--- config.mk ---
export PLATFORM = sky130hd
export DESIGN_NAME = debug_recolector
export DESIGN_NICKNAME = d
export VERILOG_FILES = /design/src/rtl/debug_recolector_pkg.sv /design/src/rtl/debug_recolector.sv
export SDC_FILE = /design/constraint.sdc
export NUM_CORES = 1
export LEC_CHECK = 0
export ABC_AREA = 1
export CAP_MARGIN = 20
export CORE_MARGIN = 2
export CORE_UTILIZATION = 24
export DETAILED_ROUTE_END_ITERATION = 7
export GPL_ROUTABILITY_DRIVEN = 0
export GPL_TIMING_DRIVEN = 0
export PLACE_DENSITY_LB_ADDON = 0.1
export SYNTH_ARGS = -nofsm -noshare
export SYNTH_HDL_FRONTEND = slang
export SYNTH_SLANG_ARGS = --single-unit
--- constraint.sdc ---
create_clock -name clk -period 2.2 [get_ports clk]
set_clock_uncertainty 0.1 [all_clocks]
set_input_delay 0.33 -clock clk [delete_from_list [all_inputs] [get_ports clk]]
set_output_delay 0.33 -clock clk [all_outputs]
set_load 0.02 [all_outputs]
--- src/rtl/debug_recolector_pkg.sv ---
// Shared definitions for the MIPS debug unit and its data collector.
// Both blocks take the dump length and state encoding from here.
package debug_recolector_pkg;

  localparam int DBG_LEN            = 32;
  localparam int DBG_CANT_REGS      = 32;
  localparam int DBG_CANT_MEM_DATOS = 16;

  // One-hot, 6 bits wide like the debug unit's own state register
  typedef enum logic [5:0] {
    REGS     = 6'b000001,
    MEM_REQ  = 6'b000010,
    MEM_WAIT = 6'b000100,
    MEM_HOLD = 6'b001000,
    DONE     = 6'b010000
  } dbg_state_e;

endpackage

--- src/rtl/debug_recolector.sv ---
// Walks the register file and then data memory, presenting one word at a
// time to the debug unit's byte serializer.
module debug_recolector
  import debug_recolector_pkg::*;
#(
  parameter int LEN            = DBG_LEN,
  parameter int CANT_REGS      = DBG_CANT_REGS,
  parameter int CANT_MEM_DATOS = DBG_CANT_MEM_DATOS,
  parameter int NB_REG_ADDR    = $clog2(CANT_REGS),
  parameter int NB_MEM_ADDR    = $clog2(CANT_MEM_DATOS)
) (
  input  logic                   clk,
  input  logic                   reset,
  input  logic                   restart,
  input  logic                   send_regs,
  input  logic                   enable_next,
  output logic [NB_REG_ADDR-1:0] reg_addr,
  input  logic [LEN-1:0]         reg_data,
  output logic [NB_MEM_ADDR-1:0] mem_addr,
  output logic                   mem_rd_en,
  input  logic [LEN-1:0]         mem_data,
  output logic [LEN-1:0]         data_out,
  output logic                   data_valid,
  output logic                   done
);

  localparam logic [NB_REG_ADDR-1:0] REG_LAST = NB_REG_ADDR'(CANT_REGS - 1);
  localparam logic [NB_MEM_ADDR-1:0] MEM_LAST = NB_MEM_ADDR'(CANT_MEM_DATOS - 1);

  dbg_state_e             state_r,      state_s;
  logic [NB_REG_ADDR-1:0] reg_idx_r,    reg_idx_s;
  logic [NB_MEM_ADDR-1:0] mem_idx_r,    mem_idx_s;
  logic [LEN-1:0]         data_out_r,   data_out_s;
  logic                   data_valid_r, data_valid_s;
  logic                   done_r,       done_s;
  logic                   mem_rd_en_r,  mem_rd_en_s;
  logic                   pending_r,    pending_s;

  // State and datapath registers; restart is folded into the next-state logic
  always_ff @(posedge clk) begin
    if (reset) begin
      state_r      <= REGS;
      reg_idx_r    <= {NB_REG_ADDR{1'b0}};
      mem_idx_r    <= {NB_MEM_ADDR{1'b0}};
      data_out_r   <= {LEN{1'b0}};
      data_valid_r <= 1'b0;
      done_r       <= 1'b0;
      mem_rd_en_r  <= 1'b0;
      pending_r    <= 1'b0;
    end else begin
      state_r      <= state_s;
      reg_idx_r    <= reg_idx_s;
      mem_idx_r    <= mem_idx_s;
      data_out_r   <= data_out_s;
      data_valid_r <= data_valid_s;
      done_r       <= done_s;
      mem_rd_en_r  <= mem_rd_en_s;
      pending_r    <= pending_s;
    end
  end

  // Next-state, pointer and data selection
  always_comb begin
    state_s      = state_r;
    reg_idx_s    = reg_idx_r;
    mem_idx_s    = mem_idx_r;
    data_out_s   = data_out_r;
    data_valid_s = data_valid_r;
    done_s       = done_r;
    mem_rd_en_s  = 1'b0;
    pending_s    = pending_r;

    if (restart) begin
      state_s      = REGS;
      reg_idx_s    = {NB_REG_ADDR{1'b0}};
      mem_idx_s    = {NB_MEM_ADDR{1'b0}};
      data_out_s   = {LEN{1'b0}};
      data_valid_s = 1'b0;
      done_s       = 1'b0;
      pending_s    = 1'b0;
    end else begin
      case (state_r)
        REGS: begin
          data_out_s = reg_data;
          // Dropping send_regs and advancing off the last register share one exit
          if (!send_regs || (enable_next && (reg_idx_r == REG_LAST))) begin
            state_s      = MEM_REQ;
            mem_idx_s    = {NB_MEM_ADDR{1'b0}};
            mem_rd_en_s  = 1'b1;
            data_valid_s = 1'b0;
          end else if (enable_next) begin
            reg_idx_s    = reg_idx_r + NB_REG_ADDR'(1);
            data_valid_s = 1'b0;
          end else begin
            data_valid_s = 1'b1;
          end
        end
        MEM_REQ: begin
          state_s = MEM_WAIT;
          if (enable_next) begin
            pending_s = 1'b1;
          end else begin
            pending_s = pending_r;
          end
        end
        MEM_WAIT: begin
          state_s      = MEM_HOLD;
          data_out_s   = mem_data;
          data_valid_s = 1'b1;
          if (enable_next) begin
            pending_s = 1'b1;
          end else begin
            pending_s = pending_r;
          end
        end
        MEM_HOLD: begin
          if (enable_next || pending_r) begin
            pending_s    = 1'b0;
            data_valid_s = 1'b0;
            if (mem_idx_r == MEM_LAST) begin
              state_s = DONE;
              done_s  = 1'b1;
            end else begin
              state_s     = MEM_REQ;
              mem_idx_s   = mem_idx_r + NB_MEM_ADDR'(1);
              mem_rd_en_s = 1'b1;
            end
          end else begin
            state_s = MEM_HOLD;
          end
        end
        DONE: begin
          done_s       = 1'b1;
          data_valid_s = 1'b0;
        end
        default: begin
          state_s      = REGS;
          reg_idx_s    = {NB_REG_ADDR{1'b0}};
          mem_idx_s    = {NB_MEM_ADDR{1'b0}};
          data_out_s   = {LEN{1'b0}};
          data_valid_s = 1'b0;
          done_s       = 1'b0;
          pending_s    = 1'b0;
        end
      endcase
    end
  end

  assign reg_addr   = reg_idx_r;
  assign mem_addr   = mem_idx_r;
  assign mem_rd_en  = mem_rd_en_r;
  assign data_out   = data_out_r;
  assign data_valid = data_valid_r;
  assign done       = done_r;

endmodule

==> flow_summary.ini <==
[timing]
rsz0062_at_grt = no
fin_crit_ns = 1.90
fmax_mhz = 526
setup_viol = 0
drv_slew = 0
finalCritPeriodShare = 0.865
worst_pin_slew_ns = 0.585
setup_tns_ns = 0
finalHoldViolations = 0
setup_slack_ns = 0.298
slew_headroom = 0.610

[finish]
drive_gt1_frac = 0.153
design_area_um2 = 4020
fillers = 1170
antenna_cells = 0
nNetsFinal = 555
utilization = 0.374
syn_to_final_growth_pct = 53.0

[power_and_ir_drop]
leakagePower_nw = 1.65
powerDensity_nw_per_um2 = 498
pwr-share-comb = 0.231
power.share.clock = 0.286
switchingPower_mw = 0.562
vdd_ir_drop_max_v = 0.000278
switching_share = 0.281
power_frac_seq = 0.483
intPower_mw = 1.44

[die]
start_util = 0.245
io_pins = 113
dieArea_um2 = 11800
coreArea_um2 = 10700
die-height_um = 109
rows = 38
die_x_um = 109

[grt]
grt_usage = 0.124
grt_max_degree = 16
antenna_found_initial = 0
grt_overflow = 0
grt_pass1_wl_mm = 11.4
grt_pass1_vias = 2313

[placed_design]
placed_cell_area_um2 = 3920
dp_hpwl_mm = 5.67
dp_slack_ns = 0.256
port_buffers = 112

[job]
max_cap_viol_count = 0

[logic_synthesis]
syn-num-nets = 436
yosys.area.top_type = dfxtp_1
synthCells = 364
synth_area_leaders = dfxtp_1 (38%), nand2_1 (18%), a21oi_2 (10%)
synthTopCellsByCount = nand2_1 (127), nor2_1 (57), dfxtp_1 (50)
yosys_warnings = 0
synth.ff_latch_count = 50
synth_edf_count = 0
ys_types = 30
yosysMostFrequentCell = nand2_1
synth_top_area_share = 0.381
synth.avg_cell_area_um2 = 7.22
synth_area_um2 = 2630
ys_seq_area_frac = 0.381
synth_ff_type = dfxtp_1
synth-async-reset-ratio = 0

[setup_path]
reg2reg_from = reg_addr[0]
path_cells = ha_1, nand2_1, nor2_1, ha_1, nand2_1, nand2_1, nand2_1, nand2_1, nand3_1, nand2_1, a21oi_1
endpoint_kind = flop
crit_start = reg_addr[0]
timing.setup.critical_path_class = flop to flop
crit_slowest_cell = dfxtp_1
critPathBufInv = 0
cp.arrival_ns = 1.97
cpPeakStageDelay_ns = 0.44
cp_data_required_time_ns = 2.27
worstPathMaxFanout = 7
crit_family = simple AND/OR/NAND/NOR gates
crit_top_cell = nand2_1
start_kind = flop

[run_status]
status = finished, final reports clean

[clock_network]
post-cts-setup-buffers = 0
cts_buffers = 5
cts.sinks = 50
cts_resized = 0
cts-root-buf = clkbuf_8
clockBufferDepth = 2
cts_tree = done
clk_latency_ns = 0.30
path_clk_slew_ns = 0.10
htree_levels = 2
ctsHoldBuffers = 0

[drt]
wl_per_cell_um = 12.2
drt-initial-drc-count = 94
drtAntennaViolNets = 0
drc = 0
routed_via_density = 4.19
wl_mm = 7.59
via_count = 2616
firstDrtPassIters = 4

[hold_path]
min_from = data_out[8]
hp-class = flop to flop
-- worst min-delay path, cell delays in order, from the launching register on --
cell	delay, ns
dfxtp_1	0.32
inv_1	0.05
a21oi_1	0.05
-- per-stage QoR --
stage	hold WS [ns]	std cells	power, mW
after global routing	0.391	624	2.11
after floorplan	0.330	364	1.22
after global placement	0.334	616	1.45
after CTS	0.352	624	2.04
final	0.346	624	2.00
after detailed placement	0.336	616	1.45
-- power by group through the flow --
stage	clock network (mW)	logic [mW]	registers, mW
floorplan	0	0.195	1.03
global placement	0	0.465	0.988
detailed placement	0	0.466	0.988
CTS	0.603	0.470	0.968
global route	0.626	0.507	0.972
finish	0.572	0.463	0.967
-- logic make-up after synthesis --
group                    after synthesis  synth area share
AND/OR/NAND/NOR                      229             0.379
adder cells (fa/ha/maj)                3            0.0143
flip-flops                            50             0.381
buffers and inverters                 35            0.0857
AO/OA/AOI/OAI                         47             0.140
-- layout by cell type, fill, tap and decap left out --
cell and count:
nand2_1 127, clkdlybuf4s50_1 112, nor2_1 57, dfxtp_1 50, a21oi_2 30, nand3_1 18
inv_1 17, nor2_2 11, a21oi_1 10, clkbuf_8 6, clkbuf_1 5, nor2_4 5
buf_12 3, buf_8 3, buf_2 3, ha_1 3, inv_2 2, nand3_2 2
nand2_2 2, o21bai_1 2, nand4_1 2, nor3_1 2, nand2_4 1, inv_6 1
nand3_4 1, inv_4 1, o21ai_4 1, or2_0 1, a31oi_1 1, o211ai_1 1
o21ai_0 1, o21ai_1 1, clkinvlp_4 1, clkinv_2 1
-- registers in the layout, indices dropped and copies added, names as in the netlist --
register,cells
pending_r,1
data_valid,1
reg_addr,5
state_r,5
data_out,32
mem_rd_en,1
mem_addr,4
done,1
-- worst paths after layout --
| kind | cells past startpoint | slack [ns] | end |
|---|---|---|---|
| min reg2reg | 2 | 0.35 | data_out[8] |
| max | 11 | 0.30 | mem_addr[2] |
| max reg2reg | 11 | 0.30 | mem_addr[2] |
| min | 2 | 0.35 | data_out[8] |
-- layout make-up --
class	instances	area (um2)	share of cell area
clock buffer	6	82.6	0.0205
timing repair buffer	112	1120	0.279
sequential	50	1000	0.249
multi-input combinational	279	1400	0.349
tap	140	175	0.0436
inverter	21	86.3	0.0215
buffer	14	139	0.0346
clock inverter	2	12.5	0.00311
-- routing by layer --
metal	GRT usage	vias to the layer above	wire [um]
li1	-	1383	-
met1	0.175	1135	3760
met2	0.191	91	3230
met3	0.0293	7	539
met4	0.0302	0	62
met5	0	-	0
No activity file was read; power rests on OpenSTA's default activity.
